File: src/rtl/versat_databus_arbiter.sv
// Round-robin databus arbiter: shares one external master port among N_REQ
// Versat IO units. The grant is held for the whole burst and released only
// after the master accepts the last beat. The selected requester's signals
// pass combinationally to the master side, so no data latency is added.
module versat_databus_arbiter #(
  parameter int N_REQ  = 4,
  parameter int DATA_W = 32,
  parameter int ADDR_W = 32
) (
  input  logic                       clk,
  input  logic                       rst,
  input  logic [N_REQ-1:0]           s_valid,
  output logic [N_REQ-1:0]           s_ready,
  input  logic [N_REQ*ADDR_W-1:0]    s_addr,
  input  logic [N_REQ*DATA_W-1:0]    s_wdata,
  input  logic [N_REQ*DATA_W/8-1:0]  s_wstrb,
  input  logic [N_REQ*8-1:0]         s_len,
  output logic [DATA_W-1:0]          s_rdata,
  output logic [N_REQ-1:0]           s_last,
  output logic                       m_valid,
  input  logic                       m_ready,
  output logic [ADDR_W-1:0]          m_addr,
  output logic [DATA_W-1:0]          m_wdata,
  output logic [DATA_W/8-1:0]        m_wstrb,
  output logic [7:0]                 m_len,
  input  logic [DATA_W-1:0]          m_rdata,
  input  logic                       m_last,
  output logic [N_REQ-1:0]           grant,
  output logic                       busy
);

  localparam int STRB_W = DATA_W / 8;
  localparam int IDX_W  = $clog2(N_REQ);

  localparam logic [0:0] ST_IDLE = 1'b0;
  localparam logic [0:0] ST_OWN  = 1'b1;

  logic [0:0]       state_q, state_d;
  logic [IDX_W-1:0] g_q, g_d;
  logic [IDX_W-1:0] ptr_q, ptr_d;
  logic [IDX_W-1:0] pick;
  logic             any_req;
  logic             own;
  logic             burst_end;

  assign own       = (state_q == ST_OWN);
  assign busy      = own;
  assign s_rdata   = m_rdata;
  assign burst_end = m_valid & m_ready & m_last;

  // Round-robin search: first live request starting just after the last owner.
  always_comb begin
    int idx;
    idx     = 0;
    pick    = '0;
    any_req = 1'b0;
    for (int k = 1; k <= N_REQ; k++) begin
      idx = int'(ptr_q) + k;
      if (idx >= N_REQ) idx = idx - N_REQ;
      if (!any_req && s_valid[idx]) begin
        any_req = 1'b1;
        pick    = IDX_W'(idx);
      end
    end
  end

  // Next-state logic: claim in IDLE, release on the accepted last beat.
  always_comb begin
    state_d = state_q;
    g_d     = g_q;
    ptr_d   = ptr_q;
    if (!own) begin
      if (any_req) begin
        state_d = ST_OWN;
        g_d     = pick;
      end
    end else if (burst_end) begin
      state_d = ST_IDLE;
      ptr_d   = g_q;
    end
  end

  // Arbiter state; ptr resets to the last index so requester 0 wins first.
  always_ff @(posedge clk or posedge rst) begin
    if (rst) begin
      state_q <= ST_IDLE;
      g_q     <= '0;
      ptr_q   <= IDX_W'(N_REQ - 1);
    end else begin
      state_q <= state_d;
      g_q     <= g_d;
      ptr_q   <= ptr_d;
    end
  end

  // Master-side mux from the owner; everything is forced to zero while idle.
  always_comb begin
    int gi;
    gi      = int'(g_q);
    m_valid = 1'b0;
    m_addr  = '0;
    m_wdata = '0;
    m_wstrb = '0;
    m_len   = '0;
    if (own) begin
      m_valid = s_valid[gi];
      m_addr  = s_addr[gi*ADDR_W +: ADDR_W];
      m_wdata = s_wdata[gi*DATA_W +: DATA_W];
      m_wstrb = s_wstrb[gi*STRB_W +: STRB_W];
      m_len   = s_len[gi*8 +: 8];
    end
  end

  // Requester-side handshake: only the owner sees ready/last from the master.
  always_comb begin
    s_ready = '0;
    s_last  = '0;
    grant   = '0;
    for (int i = 0; i < N_REQ; i++) begin
      if (own && (g_q == IDX_W'(i))) begin
        s_ready[i] = m_ready;
        s_last[i]  = m_last;
        grant[i]   = 1'b1;
      end
    end
  end

endmodule

File: config.mk
export PLATFORM = sky130hd
export DESIGN_NAME = versat_databus_arbiter
export DESIGN_NICKNAME = d
export VERILOG_FILES = /design/src/rtl/versat_databus_arbiter.sv
export SDC_FILE = /design/constraint.sdc
export NUM_CORES = 1
export LEC_CHECK = 0
export BUFFER_PORTS_ARGS = -buffer_cell sky130_fd_sc_hd__buf_2
export CAP_MARGIN = 20
export CORE_AREA = 2 2 183 185
export DETAILED_ROUTE_END_ITERATION = 7
export DIE_AREA = 0 0 185 187
export HOLD_SLACK_MARGIN = 0.02
export PLACE_DENSITY = 0.35
export SLEW_MARGIN = 10
export SYNTH_ARGS = -nofsm -noshare
export SYNTH_HDL_FRONTEND = slang
export SYNTH_SLANG_ARGS = --single-unit
export TNS_END_PERCENT = 100
File: constraint.sdc
create_clock -name clk -period 3.16 [get_ports clk]
set_input_delay 0.158 -clock clk [delete_from_list [all_inputs] [get_ports clk]]
set_output_delay 0.158 -clock clk [all_outputs]
set_load 0.02 [all_outputs]
After elaboration in Yosys (flattened, before gate mapping) --
Cells that the tools add are included.
Storage, ports and cells: word-level logic and storage cells 89, input bits 344, memory bits (writable) 0, memory bits (read-only) 0, bits in latches 0, output and inout bits 122, memories kept 0, flip-flop bits (word level) 5
Operators by class: add/subtract/negate cells 8, $mul 0, equal/unequal tests 3, div/mod/pow operators 0, shift operators 4, bitwise gates (word level) 3, $lt $le $gt $ge 9, muxes and demuxes 46, reduce and logical (&&, ||, !) cells 13
Operators by type and width (number):
- 128-bit by 8-bit indexed part select with 32-bit output | 2
- 32-bit two-way mux | 6
- 32-bit by 4-bit less-than comparator with 1-bit output, second input constant | 4
- 32-bit by 6-bit indexed part select with 8-bit output | 1
- 1-bit two-way mux | 29
- 16-bit by 5-bit indexed part select with 4-bit output | 1
- 3-bit by 3-bit subtractor with 4-bit output, second input constant | 3
- 1-bit binary-select mux with 2-bit select | 5
- 3-bit >= comparator, second input constant | 3
- 2-bit two-way mux | 4
- 8-bit two-way mux | 1
- 1-bit logical AND | 7
- 2-bit by 2-bit adder with 3-bit output, second input constant | 2
- 4-bit by 3-bit subtractor with 5-bit output, second input constant | 1
- 2-bit by 3-bit adder with 4-bit output, second input constant | 1
- 2-bit equality test, second input constant | 2
- 4-bit by 3-bit >= comparator with 1-bit output, second input constant | 1
- 4-bit two-way mux | 1
- 2-bit AND reduction | 2
- 2-bit by 1-bit adder with 3-bit output, second input constant | 1
- 1-bit logical NOT | 3
- 2-bit by 3-bit less-than comparator with 1-bit output, second input constant | 1
- 1-bit bitwise AND | 2
- 2-bit by 1-bit equality test with 1-bit output, second input constant | 1
- 2 further kinds | 2

Logic depth before layout (Yosys ltp) --
word-level depth 18, depth in mapped cells 5, mapped depth without buffers 4

Worst setup path before layout --
No wires, ideal clock.
path kind register to output, start register state_q (netlist: busy), end output port s_ready[0], path slack 1.460 ns, cell stages (with the launch flop) 5, required time 3.002 ns, data arrival time 1.542 ns, buffers on the path 2, cells stage by stage dfrtp_1 clkbuf_1 clkbuf_1 nand2_1 nor3_1
Between the ends: longest elaborated chain between the ends 2
RTL lines:
- start, declared | RTL line 38 | logic [0:0] state_q, state_d;
- start signal, assigned | RTL line 90 | state_q <= state_d;
- 1-bit logical AND | RTL line 120 | if (own && (g_q == IDX_W'(i))) begin
- 1-bit two-way mux | RTL line 120
- end, declared | RTL line 13 | output logic [N_REQ-1:0] s_ready,
Every way passes these cells.

Final worst setup path --
start register g_q[0], end output port m_wdata[23]
Between the ends: longest elaborated chain between the ends 2
RTL lines:
- start, declared | RTL line 39 | logic [IDX_W-1:0] g_q, g_d;
- start signal, assigned | RTL line 91 | g_q <= g_d;
- 128-bit by 8-bit indexed part select with 32-bit output | RTL line 108 | m_wdata = s_wdata[gi*DATA_W +: DATA_W];
- 32-bit two-way mux | RTL line 105 | if (own) begin
- end, declared | RTL line 23 | output logic [DATA_W-1:0] m_wdata,
Every way passes these cells.

==> results.json <==
{
  "min_path_type": "in2out",
  "holdCritStartpoint": "m_rdata[28]",
  "finalClockSkew_ns": 0.0004882,
  "top_level_ports": 466,
  "grt_max_degree": 47,
  "fp-row-count": 67,
  "tritoncts": "done",
  "worstPathArrival_ns": 2.26,
  "grt_usage": 0.09273,
  "wire_per_inst_um": 16.27,
  "min_period_over_period": 0.7662,
  "dieArea_sq_mm": 0.03460,
  "yosys_warnings": 0,
  "yosysSeqAreaShare": 0.04160,
  "place_hpwl_um": 15190,
  "leakage_uw": 0.002555,
  "overflow": 0,
  "fin_ws_ns": 0.7390,
  "relSlewSlack": 0.5218,
  "worst_r2r_endpoint": "ptr_q[1]$_DFFE_PP1P_",
  "fp.dieH_um": 187,
  "synth_ff_type": "dfrtp_1",
  "path_class": "reg2out",
  "rsz0062_at_grt": "no",
  "place_congestion": 0.7979,
  "r2r_setup_slack_ns": 1.05,
  "antenna_left": 0,
  "synthCells": 263,
  "post-place-ws_ns": 0.9145,
  "setup_violations": 0,
  "syn_avg_cell_area_sq_um": 11.67,
  "tns_ns": 0,
  "wirelength_um": 17280,
  "vdd_drop_max_mv": 0.2813,
  "antenna_found_initial": 2,
  "io_buffers": 401,
  "status": "complete, no violations",
  "synth-seq-cells": 5,
  "crit_path_start_kind": "flop",
  "synth.cell_area_sq_mm": 0.003068,
  "numClockSinks": 5,
  "die_x_um": 185,
  "final_cell_area_sq_mm": 0.005341,
  "vias": 3788,
  "grt_pass1_wl_um": 24350,
  "grt_pass1_vias": 4069,
  "synth_top_cell_by_area": "mux4_2",
  "drt_iter0_markers": 113,
  "hold_path_end": "s_rdata[28]",
  "worstMarginPinSlew_ns": 0.7173,
  "async_reset_ff_frac": 1.000,
  "whs_ns": 0.3160,
  "cts_max_level": 1,
  "initial_utilization": 0.09336,
  "crit_path_max_incr_delay_ns": 0.84,
  "cts_root_buf": "clkbuf_16",
  "clk_latency_ns": 0.22,
  "worstPathMaxFanout": 31,
  "firstDrtPassIters": 4,
  "maxCapViolCount": 0,
  "core_sq_mm": 0.03286,
  "synth_cell_types": 26,
  "post_dp_cell_area_sq_mm": 0.005250,
  "cts_resized": 0,
  "drive_gt1_frac": 0.8059,
  "min_period_ns": 2.421,
  "synth_edf_count": 0,
  "finalHoldViolCount": 0,
  "fill_cells": 3794,
  "hold_depth": 0,
  "cp-end-kind": "output port",
  "syn2layout_area_growth_pct": 74.10,
  "synth_area_leaders": "mux4_2 57%, and2_1 16%, buf_4 7.8%",
  "nets": 958,
  "viasPerCell": 3.567,
  "r2r_cells": 3,
  "clock.fmax_mhz": 413.0,
  "slew_violations": 0,
  "yosysTopAreaCellShare": 0.5653,
  "power.density_mw_per_mm2": 800.8,
  "clk_path_buf_depth": 2,
  "post-route-drc-count": 0,
  "synthTopCellsByCount": "77 x and2_1, 77 x mux4_2, 32 x buf_4, 12 x nor2_1, 11 x clkbuf_1",
  "path_clk_slew_ns": 0.03,
  "cpMaxStageDelayCell": "dfrtp_4",
  "crit_chain": "buf_12, mux4_2, and2_1, buf_2",
  "cp.required_ns": 3.00,
  "numCtsBuffers": 3,
  "r2r-start": "g_q[0]$_DFFE_PP0P_",
  "syn_nets": 607
}
## sequential cells by signal, summed over array words and instances (netlist names)
| signal | flops |
|---|---|
| g_q | 2 |
| ptr_q | 2 |
| busy | 1 |
## cells in the final DEF, fill, tap and decap left out, types with 2 or more instances in the layout
cell type  count
mux4_2        77
o221ai_1       2
buf_2        401
mux2_2         3
dfrtp_4        2
nand2b_1       3
dfstp_2        2
nand2_1        5
nand3_1        2
inv_1          4
mux2i_1        2
nor2_1        12
buf_12         4
nor3_1         3
and2_1        77
clkbuf_16      3
## power by group
group          internal [uW]  switching (uW)
registers                109             280
clock network            167            40.4
logic                   1860            1820
## timing repair
item / in CTS / in global routing
hold buffers: 1 / 0
hold endpoints to repair: 3 / 0
setup buffers: 0 / 0
## worst max-delay path by stage
stage                       startpoint           to  slack (ns)  cells after the start
floorplan               busy$_DFF_PP0_   s_ready[0]        1.46                      4
global placement    g_q[0]$_DFFE_PP0P_  m_wdata[22]        0.92                      4
detailed placement  g_q[0]$_DFFE_PP0P_  m_wdata[27]        0.91                      4
CTS                 g_q[0]$_DFFE_PP0P_  m_wdata[27]        0.68                      4
global route        g_q[0]$_DFFE_PP0P_    m_addr[4]        0.56                      4
finish              g_q[0]$_DFFE_PP0P_  m_wdata[23]        0.74                      4
## cell families after synthesis
logic type | count (synthesis) | share of synthesized area
buffers and inverters | 65 | 0.1619
AO/OA/AOI/OAI | 7 | 0.01754
multiplexers | 82 | 0.5828
AND/OR/NAND/NOR | 104 | 0.1962
flip-flops | 5 | 0.04160
## layer usage
metal,track usage,wire (um)
met1,0.1032,6257
met2,0.1772,9006
met3,0.02473,1897
met4,0.01343,102
met5,0,13
## layout make-up
| type | instances | area, sq um | area share |
|---|---|---|---|
| flip-flops and latches | 5 | 136.4 | 0.02553 |
| repair buffers | 407 | 2105 | 0.3940 |
| diodes | 1 | 2.502 | 0.0004685 |
| multi-input cells | 193 | 2444 | 0.4575 |
| clock buffers | 4 | 78.83 | 0.01476 |
| well taps | 448 | 560.5 | 0.1049 |
| inverters | 4 | 15.01 | 0.002811 |
## through the flow
step	power, uW	util	cells
after detailed placement	4133	0.1598	1056
after CTS	4354	0.1625	1061
after global routing	4600	0.1625	1062
final	4277	0.1625	1062
after global placement	4139	0.1598	1056
after floorplan	3171	-	263
## worst max-delay path: cells and delay by family, from the launching register on
kind | cells | cell delay [ns]
simple gates | 1 | 0.16
mux | 1 | 0.52
buf+inv | 2 | 0.45
flops | 1 | 0.84
No activity file was read; power rests on OpenSTA's default activity.
